[config.mk]
export PLATFORM = sky130hd
export DESIGN_NAME = idli_utx_m
export DESIGN_NICKNAME = d
export VERILOG_FILES = /design/src/rtl/idli_utx_m.sv
export SDC_FILE = /design/constraint.sdc
export NUM_CORES = 1
export LEC_CHECK = 0
export CAP_MARGIN = 25
export CELL_PAD_IN_SITES_DETAIL_PLACEMENT = 1
export CELL_PAD_IN_SITES_GLOBAL_PLACEMENT = 2
export CORE_MARGIN = 2
export CORE_UTILIZATION = 36
export CTS_CLUSTER_SIZE = 25
export DETAILED_ROUTE_END_ITERATION = 10
export GPL_TIMING_DRIVEN = 0
export PLACE_DENSITY_LB_ADDON = 0.25
export SLEW_MARGIN = 20
export SYNTH_ARGS = -nofsm -noshare
export SYNTH_HDL_FRONTEND = slang
export SYNTH_SLANG_ARGS = --single-unit
[constraint.sdc]
create_clock -name i_utx_gck -period 2.3 [get_ports i_utx_gck]
set_input_delay 0.46 -clock i_utx_gck [delete_from_list [all_inputs] [get_ports i_utx_gck]]
set_output_delay 0.46 -clock i_utx_gck [all_outputs]
set_load 0.01 [all_outputs]
[src/rtl/idli_utx_m.sv]
// UART transmitter: pairs flagged execute-stage nibbles into bytes, queues them
// in a small FIFO and serialises each byte 8N1, LSB first, on a registered line.
module idli_utx_m #(
    parameter int DIV   = 16,
    parameter int DEPTH = 4
) (
    input  logic       i_utx_gck,
    input  logic       i_utx_rst,
    input  logic [3:0] i_utx_data,
    input  logic       i_utx_vld,
    output logic       o_utx_full,
    output logic       o_utx_busy,
    output logic       o_utx_ovf,
    output logic       o_utx_tx
);

    localparam int AW = $clog2(DEPTH);
    localparam int CW = AW + 1;
    localparam int BW = $clog2(DIV);

    localparam logic [CW-1:0] DEPTH_C   = CW'(DEPTH);
    localparam logic [BW-1:0] BAUD_LAST = BW'(DIV - 1);

    localparam logic [1:0] ST_IDLE  = 2'd0;
    localparam logic [1:0] ST_START = 2'd1;
    localparam logic [1:0] ST_DATA  = 2'd2;
    localparam logic [1:0] ST_STOP  = 2'd3;

    logic [1:0]    state;
    logic [BW-1:0] baud;
    logic [2:0]    bit_idx;
    logic          half;
    logic [3:0]    lo_nib;
    logic [CW-1:0] count;
    logic [AW-1:0] wr_ptr;
    logic [AW-1:0] rd_ptr;
    logic [7:0]    mem [DEPTH];
    logic [7:0]    shift;
    logic          ovf;
    logic          tx;

    logic       push;
    logic       push_ok;
    logic       pop;
    logic       baud_done;
    logic [7:0] byte_in;

    assign push      = i_utx_vld && half;
    assign push_ok   = push && (count != DEPTH_C);
    assign pop       = (state == ST_IDLE) && (count != '0);
    assign baud_done = (baud == BAUD_LAST);
    assign byte_in   = {i_utx_data, lo_nib};

    assign o_utx_full = (count == DEPTH_C);
    assign o_utx_busy = (state != ST_IDLE) || (count != '0);
    assign o_utx_ovf  = ovf;
    assign o_utx_tx   = tx;

    // Pairing, FIFO bookkeeping and the serialiser share one control register set.
    always_ff @(posedge i_utx_gck) begin
        if (i_utx_rst) begin
            half    <= 1'b0;
            count   <= '0;
            wr_ptr  <= '0;
            rd_ptr  <= '0;
            ovf     <= 1'b0;
            state   <= ST_IDLE;
            baud    <= '0;
            bit_idx <= '0;
            tx      <= 1'b1;
        end else begin
            if (i_utx_vld)
                half <= ~half;
            if (push_ok)
                wr_ptr <= wr_ptr + 1'b1;
            if (push && !push_ok)
                ovf <= 1'b1;
            if (pop)
                rd_ptr <= rd_ptr + 1'b1;

            case ({push_ok, pop})
                2'b10:   count <= count + 1'b1;
                2'b01:   count <= count - 1'b1;
                default: count <= count;
            endcase

            case (state)
                ST_IDLE: begin
                    tx <= 1'b1;
                    if (pop) begin
                        state <= ST_START;
                        baud  <= '0;
                        tx    <= 1'b0;
                    end
                end
                ST_START: begin
                    if (baud_done) begin
                        baud    <= '0;
                        bit_idx <= '0;
                        state   <= ST_DATA;
                        tx      <= shift[0];
                    end else begin
                        baud <= baud + 1'b1;
                    end
                end
                ST_DATA: begin
                    if (baud_done) begin
                        baud <= '0;
                        if (bit_idx == 3'd7) begin
                            state <= ST_STOP;
                            tx    <= 1'b1;
                        end else begin
                            bit_idx <= bit_idx + 3'd1;
                            tx      <= shift[bit_idx + 3'd1];
                        end
                    end else begin
                        baud <= baud + 1'b1;
                    end
                end
                ST_STOP: begin
                    if (baud_done) begin
                        baud  <= '0;
                        state <= ST_IDLE;
                        tx    <= 1'b1;
                    end else begin
                        baud <= baud + 1'b1;
                    end
                end
                default: begin
                    state <= ST_IDLE;
                    baud  <= '0;
                    tx    <= 1'b1;
                end
            endcase
        end
    end

    // Payload storage needs no reset; it is only read behind valid control state.
    always_ff @(posedge i_utx_gck) begin
        if (i_utx_vld && !half)
            lo_nib <= i_utx_data;
        if (push_ok)
            mem[wr_ptr] <= byte_in;
        if (pop)
            shift <= mem[rd_ptr];
    end

endmodule

==> results.yml <==
outcome:
  status: "completed"
min_path:
  worstHoldPathType: "input pin to register"
  holdPathStages: 3
  whs_endpoint: "half"
  hp-start: "i_utx_vld"
logic_synthesis:
  synth_top_family_by_area: "multiplexers"
  syn_inst: 178
  yosysSeqAreaShare: 0.644
  syn_nets: 199
  synth_mux_area_frac: 0.0999
  ys_warn_count: 0
  synth_compound_area_frac: 0.0483
  synth_flop_cell: "edfxtp_1"
  synth_top_area_cell: "edfxtp_1"
  synth.area.top_cells: "edfxtp_1, dfxtp_1, mux4_2, ha_1, nor2_1"
  synth-simple-area-share: 0.0994
  synth_cell_types: 41
  synth_seq_cells: 63
  synth_edf_count: 44
  synthXorXnorAreaFrac: 0.0199
  yosysMostFrequentCell: "edfxtp_1"
  synth_area_sq_mm: 0.00264
  synth_top_area_share: 0.500
  async_reset_ff_frac: 0
  syn_area_per_cell_sq_um: 14.8
  netlist_top_cells_count: "edfxtp_1, dfxtp_1, nor2_1"
  synth_fa_ha_area_frac: 0.0691
setup_path:
  r2r_end: "count[2]"
  start_kind: "register"
  r2r_start: "count[1]"
  cp_data_required_time_ps: 1840
  regToRegSetupSlack_ps: 190
  crit_arrival_ps: 1680
  critPathMaxFanout: 5
  critical_path_class: "register to output pin"
  crit_path_end_kind: "output pin"
  reg2regPathDepth: 8
clock_network:
  cts.clk_slew.worst_paths_ps: 80
  cts_hold_buffers: 0
  cts.sinks: 63
  root_buffer: "clkbuf_8"
  cts_made_buffers: 9
  cts_tree: "done"
  clkLatencyLatePin_ps: 340
  cts.path.max_buffers: 2
  htreeDepth: 3
pwr:
  p_per_area_mw_per_mm2: 1120
  combPwrFrac: 0.284
  p_int_mw: 2.40
  power_switching_mw: 1.08
  switching_share: 0.311
  pwr-share-seq: 0.434
  clock_power_share: 0.282
  leakage_nw: 1.08
  vdd.ir_drop.worst_mv: 0.414
floorplanning:
  die_h_microns: 89.7
  start_util: 0.368
  rows: 31
  die_area_sq_mm: 0.00804
  die_x_microns: 89.7
  ios: 11
  core_sq_mm: 0.00718
sta:
  fmax_ghz: 0.467
  fin_crit_ps: 2140
  fin_worst_skew_ps: 3.95
  hold_viol_final: 0
  tightest_slew_ps: 621
  relSlewSlack: 0.586
  grt_setup_unrepaired: "no"
  setup_violations: 0
  slew_violations: 0
  post-route-period-util: 0.932
  finalSetupTns_ps: 0
global_routing:
  grt_usage: 0.142
  overflow: 0
  grt_pass1_vias: 1647
  antenna_found_initial: 0
  grt_pass1_wl_mm: 8.16
  grt_max_degree: 14
finish:
  postLayoutCellArea_sq_mm: 0.00312
  syn2layout_area_growth_pct: 17.9
  drive_gt1_frac: 0.194
  nNetsFinal: 222
  fill_cells: 745
  n_antenna_cell: 0
routing:
  vias: 1487
  drc: 0
  drtIter0Drc: 47
  wl_mm: 4.98
  drt_pass1_iterations: 4
  drtAntennaViolNets: 0
  wl_per_cell_microns: 16.3
  viasPerCell: 4.88
placed_design:
  gp_congestion: 0.782
  place_hpwl_mm: 3.49
  placed_area_sq_mm: 0.00286
  port_buffers: 9
run:
  timing.max_cap.violations: 0
-- repair_timing --
item	CTS	global route
gates cloned	0	0
gates resized for setup	5	7
buffers inserted	1	2
pin swaps	0	2
endpoints found under the setup margin	3	2
-- metrics by stage --
| step | util | cells | setup slack (ps) | power (mW) | hold slack (ps) |
|---|---|---|---|---|---|
| 3_3_place_gp | 0.398 | 286 | -440 | 2.40 | 445 |
| 3_5_place_dp | 0.398 | 286 | -578 | 2.46 | 469 |
| 4_1_cts | 0.429 | 303 | -30.8 | 3.48 | 480 |
| 5_1_grt | 0.434 | 305 | 45.7 | 3.70 | 495 |
| 2_1_floorplan | - | 178 | 129 | 2.18 | 436 |
| 6_report | 0.434 | 305 | 157 | 3.49 | 465 |
-- worst max-delay path, stage by stage, from the launching register on --
cell and delay (ps):
dfxtp_1 410, nor3b_4 330, clkdlybuf4s50_1 600
-- layout make-up --
cell class	instances	area, sq um	share of cell area
clock buffers	9	124	0.0398
repair buffers	12	114	0.0365
plain buffers	7	28.8	0.00924
well taps	99	124	0.0398
clock inverters	7	80.1	0.0257
flip-flops and latches	63	1710	0.548
multi-input cells	102	916	0.294
inverters	6	22.5	0.00723
-- placed cells by master, fill, tap and decap left out, types with 7 or more instances in the layout --
cell,count
a21oi_1,10
ha_1,13
nand2_1,9
mux4_2,8
edfxtp_1,44
nor2_1,15
clkbuf_8,9
clkdlybuf4s50_1,7
dfxtp_1,15
-- state kept, by name, summed over array words and instances, names as in the netlist --
register	cells
baud	4
state	2
bit_idx	3
mem	32
half	1
o_utx_ovf	1
shift	8
count	3
o_utx_tx	1
wr_ptr	2
lo_nib	4
rd_ptr	2
-- how the worst max path moves through the flow --
stage / from / endpoint / slack, ps / depth (start not counted)
floorplan: count[0] / count[2] / 130 / 8
finish: count[1] / o_utx_full / 160 / 2
global route: count[1] / count[2] / 50 / 8
detailed placement: i_utx_vld / count[2] / -580 / 9
CTS: i_utx_vld / count[2] / -30 / 9
global placement: i_utx_vld / count[2] / -440 / 9
-- power groups by stage --
stage / clock network (mW) / registers [mW] / logic, mW
finish: 0.983 / 1.51 / 0.992
CTS: 1.01 / 1.50 / 0.964
global route: 1.06 / 1.53 / 1.11
floorplan: 0 / 1.50 / 0.687
global placement: 0 / 1.51 / 0.892
detailed placement: 0 / 1.53 / 0.934
-- kinds of logic (layout without fill, tap and decap cells) --
family	count (synthesis)	after routing
buffers and inverters	13	41
DFF	63	63
and+or+nand+nor	48	48
muxes	13	13
adders and majority gates	14	14
xor gates and xnor gates	6	6
AOI/OAI and AO/OA	21	21
-- routing by layer --
metal / vias to the layer above / GRT usage / share of wire
li1: 717 / - / -
met1: 741 / 0.162 / 0.44
met2: 20 / 0.241 / 0.52
met3: 9 / 0.0466 / 0.030
met4: 0 / 0.0692 / 0.019
met5: - / 0 / 0
No activity file was read; power rests on OpenSTA's default activity.
==> RTL edit 1: new RTL, same settings <==
Make the reset (`i_utx_rst`) asynchronous in one clocked block.
--- a/src/rtl/idli_utx_m.sv
+++ b/src/rtl/idli_utx_m.sv
@@ -58,5 +58,5 @@
 
     // Pairing, FIFO bookkeeping and the serialiser share one control register set.
-    always_ff @(posedge i_utx_gck) begin
+    always_ff @(posedge i_utx_gck or posedge i_utx_rst) begin
         if (i_utx_rst) begin
             half    <= 1'b0;
Function: differs if i_utx_rst is asserted again (counterexample within 4 cycles, from zero or initial values and one cycle with i_utx_rst high); with i_utx_rst held inactive, the same outputs for 10 cycles.
==> RTL edit 1 against the unedited design <==
Cell area is 0.36% higher; area after synthesis is 1.9% higher; combinational power is 22% higher; via count is 5.0% lower; non-clock buffer count is 5 lower; highest routed layer unchanged; largest cell class unchanged; count of clock-buffer cells in the layout is 1 higher; setup slack worse by 0.15 ns; routed wire length is 8.1% lower; clock power is 6.2% lower; sequential cell count stayed put; power is 13% higher; global-route usage is 1.8 points lower; critical path type unchanged; maximum frequency is 6.4% lower.
==> RTL edit 1: results (changes against the unedited design) <==
CP Launch Point = count[0] (was count[1])
Initial antenna violation count = 0 (unchanged)
Clock-pin slew on the worst setup and hold paths = 0.07 ns
First-pass GRT wire length = 7.69 mm (was 8.16 mm)
RD Place Congestion = 0.708 (was 0.782)
Ys async rst share = 30.2% (was 0%)
CTS Buf Count = 9 (unchanged)
Status = complete, no violations (unchanged)
Hold_sp = o_utx_ovf (was i_utx_vld)
Clock network latency to the later pin of the worst-skew pair = 0.34 ns (about the same)
CP max stage delay = 0.62 ns (was 0.60 ns)
Post-synth EDFFs = 44 (unchanged)
DRC violation total after the first TritonRoute iteration = 45 (was 47)
Slowest cell on the critical path = clkdlybuf4s50_1 (unchanged)
Largest fanout on the critical path = 5 (unchanged)
Largest net degree at the start of global routing = 20 (was 14)
Lkg Pwr = 0.00116 uW (was 0.00108 uW)
Max-cap viol count = 0 (unchanged)
CP arrival = 1.83 ns (was 1.68 ns)
Final net count = 208 (was 222)
Clock Path Buffers = 2 (unchanged)
Post-Syn Nets = 186 (was 199)
Vias in the first global route = 1,550 (was 1,647)
Fillers = 739 (was 745)
HPWL Detailed = 3.20 mm (was 3.49 mm)
Detailed-route via count = 1,412 (was 1,487)
H-tree depth = 3 (unchanged)
All-Layer GR Usage = 12.5% (was 14.2%)
Peak supply drop = 556 uV (was 414 uV)
Worst hold path type = flop to flop (was input pin to flop)
DRT Pass-1 Iters = 4 (unchanged)
Measured slew at the worst slew-check pin = 0.749 ns (was 0.621 ns)
Family with the most delay on the worst path = buffers and inverters (unchanged)
Ys Warns = 0 (unchanged)
Clock Tree Root = clkbuf_8 (unchanged)
Routed wire per std cell = 15.7 um (was 16.3 um)
Clock Skew = 0.00625 ns (was 0.00395 ns)
Seq/Total Area, Yosys = 66.7% (was 64.4%)
N_diodes = 0 (unchanged)
Share of layout cells above drive strength 1 = 19.3% (was 19.4%)
Post-synth top cells = 44 x edfxtp_1, 18 x dfrtp_1, 14 x nand2_1, 13 x ha_1, 10 x o21ai_0 (was 44 x edfxtp_1, 19 x dfxtp_1, 16 x nor2_1, 13 x ha_1, 10 x a21oi_1)
Buffers on Ports = 10 (was 9)
Biggest regs = mem: 32 flops, shift: 8 flops (unchanged)
Unique cell type count in the Yosys netlist = 36 (was 41)
Launching point of the worst reg2reg path = state[1] (was count[1])
Largest cells by area after synthesis = edfxtp_1 49%, dfrtp_1 17%, mux4_2 6.7% (was edfxtp_1 50%, dfxtp_1 14%, mux4_2 6.8%)
==> RTL edit 1: cell count changes in the layout (fill, tap and decap cells not counted), sizes merged, moves of 3 or more <==
cell,before,now
o21ai,4,10
clkbuf,14,10
nand2,9,14
nor2,16,6
dfrtp,0,18
a22o,0,3
a21oi,10,3
dfxtp,19,0
==> RTL edit 1: layer usage <==
metal | global-route usage, % | share of wire [%] | vias up
met5 | 0 | 0 | -
met4 | 6.15 | 2.1 | 0
met3 | 3.76 | 2.8 | 10
met2 | 20.1 | 51 | 19
met1 | 15.2 | 44 | 715
li1 | - | - | 668
==> RTL edit 1: cells by family after synthesis <==
logic type,Yosys count,synth area share [%]
flip-flops,63,66.7
AND/OR/NAND/NOR,33,6.41
AO/OA/AOI/OAI,24,6.04
multiplexers,14,10.3
adder cells (fa/ha/maj),14,6.78
buffers and inverters,10,1.49
XOR/XNOR,7,2.28
==> RTL edit 1: power breakdown <==
part	leakage [uW]	switching, uW	internal (uW)
logic	0.000430	617	593
clock network	0.0000960	425	496
registers	0.000634	200	1600
==> RTL edit 1: final cells by class <==
type | instances | share of cell area (%)
multi-input cells | 92 | 27.8
clock buffers | 10 | 4.08
well taps | 99 | 3.96
clock inverters | 6 | 1.96
inverters | 7 | 0.840
repair buffers | 11 | 3.40
flip-flops and latches | 63 | 57.5
plain buffers | 3 | 0.440
==> RTL edit 1: worst paths after layout <==
kind,slack [ns],depth (start not counted),endpoint
hold reg to reg,0.49,1,o_utx_ovf
max in group asynchronous,1.27,2,bit_idx[2]
min in group asynchronous,0.55,2,half
hold / removal,0.49,1,o_utx_ovf
setup / recovery,0.01,2,o_utx_full
setup reg to reg,0.17,6,count[1]
==> RTL edit 1: repair_timing <==
action | in CTS | in global routing
endpoints found under the setup margin | 4 | 3
resized for setup | 3 | 3
setup buffers | 1 | 0
endpoints found under the hold margin | 0 | 0
==> RTL edit 1: worst reg2reg max path: cells and delay by family (launching register included) <==
family / cells / cell delay (ns)
adder cells (fa/ha/maj): 3 / 0.88
flip-flops: 1 / 0.42
AO/OA/AOI/OAI: 1 / 0.34
multiplexers: 1 / 0.27
buffers and inverters: 1 / 0.12
==> RTL edit 1: per-stage QoR <==
step / setup slack (ns) / power (uW) / cell area, sq um / cells / TNS [ns]
floorplan: 0.119 / 2690 / 2690 / 165 / 0
global placement: -0.278 / 2950 / 2920 / 274 / -0.532
detailed placement: -0.410 / 3050 / 2920 / 274 / -2.41
CTS: -0.0544 / 3990 / 3110 / 291 / -0.0755
global route: -0.0686 / 4220 / 3130 / 291 / -0.0686
finish: 0.0115 / 3930 / 3130 / 291 / 0
==> RTL edit 2: new RTL, same settings <==
Made on the original files. Change the parameter `DEPTH` from 4 to 8.
--- a/src/rtl/idli_utx_m.sv
+++ b/src/rtl/idli_utx_m.sv
@@ -3,5 +3,5 @@
 module idli_utx_m #(
     parameter int DIV   = 16,
-    parameter int DEPTH = 4
+    parameter int DEPTH = 8
 ) (
     input  logic       i_utx_gck,
Behaviour: same outputs for any inputs over 10 cycles, from zero or initial values and one cycle with i_utx_rst high; that may be too few to reach the edited logic, so the function may still have changed.
==> RTL edit 2 against the unedited design <==
Clock power is 57% higher; worst hold slack worse by 0.018 ns; register-to-register slack worse by 0.14 ns; synthesized cell count is 43% higher; global-route usage is 0.88 points lower; area after synthesis is 59% higher; clock skew is 0.0025 ns higher; critical path depth is 9 higher; setup slack worse by 0.11 ns; routed wire length is 57% higher; combinational power is 81% higher; cell area is 58% higher; power is 60% higher; sequential cell count is 35 higher.
==> RTL edit 2: results (changes against the unedited design) <==
Status = complete, no violations (unchanged)
Sw frac = 29.5% (was 31.1%)
Final net count = 304 (was 222)
XOR/XNOR share of the synthesized area = 1.46% (was 1.99%)
Reg2Reg Setup Slack = 0.05 ns (was 0.19 ns)
Biggest regs = mem: 64 flops, shift: 8 flops (was mem: 32 flops, shift: 8 flops)
Seq pwr = 2240 uW (was 1510 uW)
CP arrival = 2.52 ns (was 1.68 ns)
Largest cells by area after synthesis = edfxtp_1 54%, dfxtp_1 10%, mux4_1 10% (was edfxtp_1 50%, dfxtp_1 14%, mux4_2 6.8%)
Family with the most delay on the worst path = simple AND/OR/NAND/NOR gates (was buffers and inverters)
Area after DPL = 4490 sq um (was 2860 sq um)
Number of setup buffers added after CTS = 3 (was 1)
Mux cell area share after synthesis = 15.2% (was 9.99%)
M1 GR Usage = 16.3% (was 16.2%)
Post-route insts no fill = 432 (was 305)
RD Place Congestion = 0.705 (was 0.782)
Peak supply drop = 524 uV (was 414 uV)
Post-synth top cells = 76 x edfxtp_1, 24 x nor2_1, 22 x dfxtp_1, 16 x mux4_1, 13 x ha_1 (was 44 x edfxtp_1, 19 x dfxtp_1, 16 x nor2_1, 13 x ha_1, 10 x a21oi_1)
First-pass GRT wire length = 12.5 mm (was 8.16 mm)
CP Launch Point = count[0] (was count[1])
Share of layout cells above drive strength 1 = 21.5% (was 19.4%)
Launching point of the worst reg2reg path = count[0] (was count[1])
Met2 Track Usage GR = 22.4% (was 24.1%)
WL met3 = 209 um (was 149 um)
CTS resizes = 12 (was 5)
Buffers on Ports = 10 (was 9)
Compound-Gate Fraction of Synth Area = 3.66% (was 4.83%)
Post-Place Worst Slack = -0.528 ns (was -0.578 ns)
HPWL Detailed = 5.12 mm (was 3.49 mm)
Largest net degree at the start of global routing = 18 (was 14)
CP Capture Type = flop (was output port)
Largest fanout on the critical path = 7 (was 5)
Met2 wire length = 3.89 mm (was 2.57 mm)
Post-synth EDFFs = 76 (was 44)
Slowest cell on the critical path = nor4b_4 (was clkdlybuf4s50_1)
Fin crit period = 2.25 ns (was 2.14 ns)
M3 GR Usage = 2.75% (was 4.66%)
Seq/Total Area, Yosys = 64.8% (was 64.4%)
Avg Cell Area, Syn = 16.5 sq um (was 14.8 sq um)
Measured slew at the worst slew-check pin = 0.908 ns (was 0.621 ns)
Routed wire per std cell = 18.1 um (was 16.3 um)
Combinational share of power = 32.3% (was 28.4%)
Clock Skew = 0.00640 ns (was 0.00395 ns)
Lkg Pwr = 0.00166 uW (was 0.00108 uW)
CP max stage delay = 0.34 ns (was 0.60 ns)
==> RTL edit 2: changes by cell type in the layout (fill, tap and decap cells not counted), moves of 5 or more <==
cell,before,now
buf_4,3,8
mux4_2,8,2
mux4_1,2,16
clkbuf_16,0,9
nor2_1,15,20
edfxtp_1,44,76
mux2_2,1,10
clkbuf_8,9,0
==> RTL edit 2: cells by family (layout without fill, tap and decap cells) <==
| logic type | count (synthesis) | after routing |
|---|---|---|
| AND/OR/NAND/NOR | 68 | 68 |
| multiplexers | 34 | 34 |
| flip-flops | 98 | 98 |
| XOR/XNOR | 7 | 7 |
| adder cells (fa/ha/maj) | 13 | 13 |
| buffers and inverters | 13 | 47 |
| AO/OA/AOI/OAI | 22 | 22 |
==> RTL edit 2: final cells by class <==
type	count	area [sq um]	area share [%]
buffer	9	73.8	1.50
clock buffer	10	229	4.66
clock inverter	6	73.8	1.50
inverter	4	15.0	0.306
multi-input combinational	144	1450	29.5
sequential	98	2730	55.6
tap	143	179	3.64
timing repair buffer	18	164	3.34
